$ cat config.mk
export PLATFORM = sky130hd
export DESIGN_NAME = channel_tap_scheduler
export DESIGN_NICKNAME = d
export VERILOG_FILES = /design/src/rtl/channel_tap_scheduler.sv
export SDC_FILE = /design/constraint.sdc
export NUM_CORES = 1
export LEC_CHECK = 0
export ABC_AREA = 1
export ABC_CLOCK_PERIOD_IN_PS = 2100
export CAP_MARGIN = 15
export CORE_MARGIN = 2
export CORE_UTILIZATION = 48
export DETAILED_ROUTE_END_ITERATION = 7
export GPL_ROUTABILITY_DRIVEN = 1
export PLACE_DENSITY = 0.76
export SLEW_MARGIN = 20
export SYNTH_ARGS = -nofsm -noshare
export SYNTH_HDL_FRONTEND = slang
export SYNTH_SLANG_ARGS = --single-unit
$ cat constraint.sdc
create_clock -name clk -period 2.1 [get_ports clk]
set_input_delay 0.42 -clock clk [delete_from_list [all_inputs] [get_ports clk]]
set_output_delay 0.42 -clock clk [all_outputs]
set_load 0.02 [all_outputs]
$ cat src/rtl/channel_tap_scheduler.sv
// Symbol forwarder with a double-buffered channel tap bank. A commit flushes the
// channel history with zero symbols, then copies the shadow taps into the active bank.
module channel_tap_scheduler #(
    parameter int PULSE_RESPONSE_LENGTH = 3,
    parameter int SIGNAL_RESOLUTION     = 8
) (
    input  logic                                               clk,
    input  logic                                               rstn,
    input  logic                                               cfg_wr_valid,
    output logic                                               cfg_wr_ready,
    input  logic [7:0]                                         cfg_wr_addr,
    input  logic [2*SIGNAL_RESOLUTION-1:0]                     cfg_wr_data,
    input  logic                                               cfg_commit,
    input  logic signed [SIGNAL_RESOLUTION-1:0]                sym_in,
    input  logic                                               sym_in_valid,
    output logic                                               sym_in_ready,
    output logic signed [SIGNAL_RESOLUTION-1:0]                ch_sym_out,
    output logic                                               ch_sym_valid,
    output logic [PULSE_RESPONSE_LENGTH*2*SIGNAL_RESOLUTION-1:0] taps_active,
    output logic                                               commit_done,
    output logic                                               cfg_err
);

    localparam int TAP_W  = 2 * SIGNAL_RESOLUTION;
    localparam int BANK_W = PULSE_RESPONSE_LENGTH * TAP_W;
    localparam int CNT_W  = (PULSE_RESPONSE_LENGTH > 1) ? $clog2(PULSE_RESPONSE_LENGTH) : 1;
    localparam logic [CNT_W-1:0] FLUSH_LAST = CNT_W'(PULSE_RESPONSE_LENGTH - 1);
    // Identity response: tap0 has mantissa 1 and shift 0, every other tap is zero.
    localparam logic [BANK_W-1:0] IDENTITY = BANK_W'(1) << SIGNAL_RESOLUTION;

    typedef enum logic [1:0] {
        RUN,
        FLUSH,
        SWAP
    } state_t;

    state_t             state;
    state_t             state_next;
    logic [CNT_W-1:0]   flush_cnt;
    logic               commit_pending;
    logic [BANK_W-1:0]  shadow_bank;
    logic [BANK_W-1:0]  active_bank;
    logic               wr_fire;
    logic               wr_in_range;
    logic               sym_fire;

    assign wr_fire     = cfg_wr_valid && cfg_wr_ready;
    assign wr_in_range = int'(cfg_wr_addr) < PULSE_RESPONSE_LENGTH;
    assign sym_fire    = sym_in_valid && sym_in_ready;
    assign taps_active = active_bank;

    always_ff @(posedge clk) begin
        if (!rstn) begin
            state <= RUN;
        end else begin
            state <= state_next;
        end
    end

    always_comb begin
        state_next   = state;
        sym_in_ready = 1'b0;
        cfg_wr_ready = 1'b0;
        case (state)
            RUN: begin
                sym_in_ready = 1'b1;
                cfg_wr_ready = 1'b1;
                if (cfg_commit || commit_pending) begin
                    state_next = FLUSH;
                end
            end
            FLUSH: begin
                if (flush_cnt == FLUSH_LAST) begin
                    state_next = SWAP;
                end
            end
            SWAP:    state_next = RUN;
            default: state_next = RUN;
        endcase
    end

    // Commits arriving while a swap is in flight collapse into one pending request.
    always_ff @(posedge clk) begin
        if (!rstn) begin
            flush_cnt      <= '0;
            commit_pending <= 1'b0;
        end else begin
            case (state)
                RUN: begin
                    flush_cnt <= '0;
                    if (state_next == FLUSH) begin
                        commit_pending <= 1'b0;
                    end
                end
                FLUSH: begin
                    flush_cnt <= (flush_cnt == FLUSH_LAST) ? '0 : flush_cnt + 1'b1;
                    if (cfg_commit) begin
                        commit_pending <= 1'b1;
                    end
                end
                default: begin
                    flush_cnt <= '0;
                    if (cfg_commit) begin
                        commit_pending <= 1'b1;
                    end
                end
            endcase
        end
    end

    always_ff @(posedge clk) begin
        if (!rstn) begin
            ch_sym_out   <= '0;
            ch_sym_valid <= 1'b0;
            commit_done  <= 1'b0;
            cfg_err      <= 1'b0;
            shadow_bank  <= IDENTITY;
            active_bank  <= IDENTITY;
        end else begin
            ch_sym_out   <= '0;
            ch_sym_valid <= 1'b0;
            commit_done  <= 1'b0;
            cfg_err      <= wr_fire && !wr_in_range;
            if (wr_fire && wr_in_range) begin
                for (int i = 0; i < PULSE_RESPONSE_LENGTH; i++) begin
                    if (int'(cfg_wr_addr) == i) begin
                        shadow_bank[i*TAP_W +: TAP_W] <= cfg_wr_data;
                    end
                end
            end
            case (state)
                RUN: begin
                    if (sym_fire) begin
                        ch_sym_out   <= sym_in;
                        ch_sym_valid <= 1'b1;
                    end
                end
                FLUSH: begin
                    ch_sym_valid <= 1'b1;
                end
                SWAP: begin
                    active_bank <= shadow_bank;
                    commit_done <= 1'b1;
                end
                default: begin
                    ch_sym_valid <= 1'b0;
                end
            endcase
        end
    end

endmodule

==> impl_results.md <==
* CTS H-Tree Depth at 3
* Ys Warns at 0
* Post-Route Setup TNS at 0 ns
* Vias in the first global route at between 3000 and 4000
* Slew at the pin closest to its max-slew limit at roughly 0.43 ns
* Unrepaired setup endpoints after global routing: no
* Crit start category: flip-flop
* Worst EP arrival at 1.46 ns
* Clock latency on the worst-skew pair at about 0.37 ns
* Longest Clk Path Bufs at 2
* Reg2reg setup slack at 0.62 ns
* Post-Syn Area at 4560 µm²
* Die W at 101 µm
* Cell area after layout at 5740 µm²
* Min-delay worst type: input pin to flip-flop
* DRC Markers at 0
* Post-route ant nets at 0
* RePlAce Congestion at 0.972
* Fmax at 0.533 GHz
* Num CTS Buffers at 9
* CP Depth at 4
* Commonest non-fill, non-tap cell in the layout: inv_1
* Avg Synthesized Cell Area at roughly 7.5 µm²
* WP buf/inv at 3
* Cell variety after synth at 22
* Slowest cell on the critical path: dfxtp_1
* Seq cells post-synth at 112
* Hold path depth at 2
* CP delay by family, top: buffers and inverters
* Worst slack, placed at ~0.12 ns
* Sink Count at 112
* Cell Area, Placed at between 5000 and 6000 µm²
* Io pins at 98
* Die Ht at ~100 µm
* Post-synth top area cell: dfxtp_1
* HP Start: rstn
* Clk root buf: clkbuf_8
* Syn nets at 648
* Synth area leaders: dfxtp_1 49%, inv_1 11%, nand2_1 8.5%, nand4_1 6.7%, nor2_1 5.4%
* Leading cell types in the layout, fill and taps excluded: 128 x inv_1, 112 x dfxtp_1, 103 x nand2_1
* Core box area at 9240 µm²
* Largest net degree at the start of global routing at 84
* Worst Hold Path EP: taps_active[8]
* Outcome: finished, final reports clean
* Final #Nets at 729
* Share of layout cells above drive strength 1 at 5.89%
* Port buffer count at 97
* Detailed placement HPWL at 7280 µm
* Initial Utilization at 49.3%
* Final Critical Period at 1.88 ns
* TritonRoute pass-1 iters at 5
* Vias at about 4000
* Final WL at 10000 µm
* RR Startpoint: state[0]
* Crit path capture type: output pin
* Post-CTS Repair Setup Buffers at 0
* Clk slew on worst S/H paths at 0.10 ns
* Final Max Tran Viols at 0
* Initial antenna violation count at 0
* Pleak at approximately 2.5 nW
* Worst IR Drop VDD at 0.334 mV
* FF-to-FF End: shadow_bank[39]
* Layout Skew at 0.0126 ns
* PnR worst setup slack at 0.224 ns
* DR WL/cell at between 10 and 15 µm
* Sequential fraction of the synthesis area at 49.2%
* CP max FO at 4
* Worst EP required at 1.68 ns
* Synthesis-to-finish area growth at 26.0%
* GRT Residual Overflow at 0
* CP max stage delay at around 0.45 ns
* Share of the synthesized area in the top cell type at 49.2%
* Worst R2R Path Depth at 7
* Max-cap violations at 0
* Synth Instances at 610
* Fin. Hold Viols at 0
* Die ar. at ~10000 µm²
* Site Rows at 35
* Final period util at between 80% and 90%
* Setup Crit Path Kind: flip-flop to output pin
* Setup violations, final at 0
* Via density at around 4.8
* All-Layer GR Usage at 20.3%
* 1st-iter DRT viols at 270
* First-pass GRT wire length at 16600 µm
* Pwr Density at 639 nW/µm²
* Ant diodes at 0
* CTS tree: done
* Crit-path cells: inv_2 > nand2_2 > inv_1 > dlygate4sd2_1
* Fill count at 828
* Max-slew headroom at 71.4%
==> cell usage after synthesis <==
master,n
a21oi_1,47
buf_1,5
buf_2,16
buf_4,2
buf_6,7
clkbuf_1,8
dfxtp_1,112
ha_1,1
inv_1,128
inv_2,2
nand2_1,103
nand2_2,3
nand3_1,3
nand3_4,3
nand4_1,49
nor2_1,65
nor2_4,3
nor2_8,2
nor3_1,2
nor4_1,1
o21ai_0,47
o31ai_1,1
==> where the power goes <==
| part | total [mW] | switching, mW | internal (mW) | leakage (nW) |
|---|---|---|---|---|
| Sequential | 2.16 | 0.0114 | 2.15 | 0.904 |
| Clock | 1.18 | 0.732 | 0.449 | 0.0850 |
| Combinational | 0.332 | 0.194 | 0.138 | 1.52 |
==> cell type report <==
class                           instances  area (µm²)  share of cell area (%)
Sequential cell                       112        2240                    39.0
Multi-Input combinational cell        330        1610                    28.1
Timing Repair Buffer                  108        1060                    18.4
Inverter                              130         488                    8.50
Tap cell                              129         161                    2.81
Clock buffer                           10         128                    2.22
Clock inverter                          6        52.6                   0.915
==> cells by family after synthesis <==
group	Yosys count	share of synthesized area, %
and+or+nand+nor	234	24.4
buffers and inverters	168	15.6
DFF	112	49.2
AOI/OAI and AO/OA	95	10.5
adders and majority gates	1	0.275
==> layer usage <==
layer	up-vias	wire length, µm	global-route usage (%)
met1	1790	4530	26.9
met4	0	122	6.24
met5	-	0	0
li1	2047	-	-
met2	133	4650	32.9
met3	11	723	4.90
==> worst max path at each step <==
stage | from | to | slack, ns
6_report | state[0] | sym_in_ready | 0.22
4_1_cts | state[0] | cfg_wr_ready | 0.20
3_5_place_dp | cfg_wr_addr[3] | shadow_bank[24] | 0.12
3_3_place_gp | cfg_wr_addr[3] | shadow_bank[24] | 0.15
5_1_grt | state[0] | sym_in_ready | 0.12
2_1_floorplan | cfg_wr_addr[3] | shadow_bank[32] | 0.73
==> sequential cells by signal, indices dropped and copies added, names as in the netlist <==
signal,flops
cfg_err,1
ch_sym_valid,1
shadow_bank,48
ch_sym_out,8
commit_pending,1
taps_active,48
state,2
commit_done,1
flush_cnt,2
==> repair_timing <==
item	4_1_cts	5_1_grt
setup endpoints to repair	2	0
gates resized for setup	2	0
hold buffers	0	0
==> worst register-to-register path: stages, from the launching register on <==
cell and delay [ns]:
dfxtp_1 0.38, inv_2 0.08, nand2_2 0.11, nor2_8 0.31, buf_4 0.25, nand4_1 0.13
nand2_1 0.09, nor2_1 0.04
==> stage by stage <==
| stage | util (%) | hold WS (ns) | instances | power (mW) |
|---|---|---|---|---|
| floorplan | - | 0.393 | 610 | 2.40 |
| global placement | 60.2 | 0.399 | 809 | 2.53 |
| detailed placement | 60.2 | 0.412 | 809 | 2.54 |
| CTS | 62.1 | 0.401 | 825 | 3.71 |
| global route | 62.1 | 0.431 | 825 | 3.83 |
| finish | 62.1 | 0.409 | 825 | 3.67 |
No activity file was read; power rests on OpenSTA's default activity.
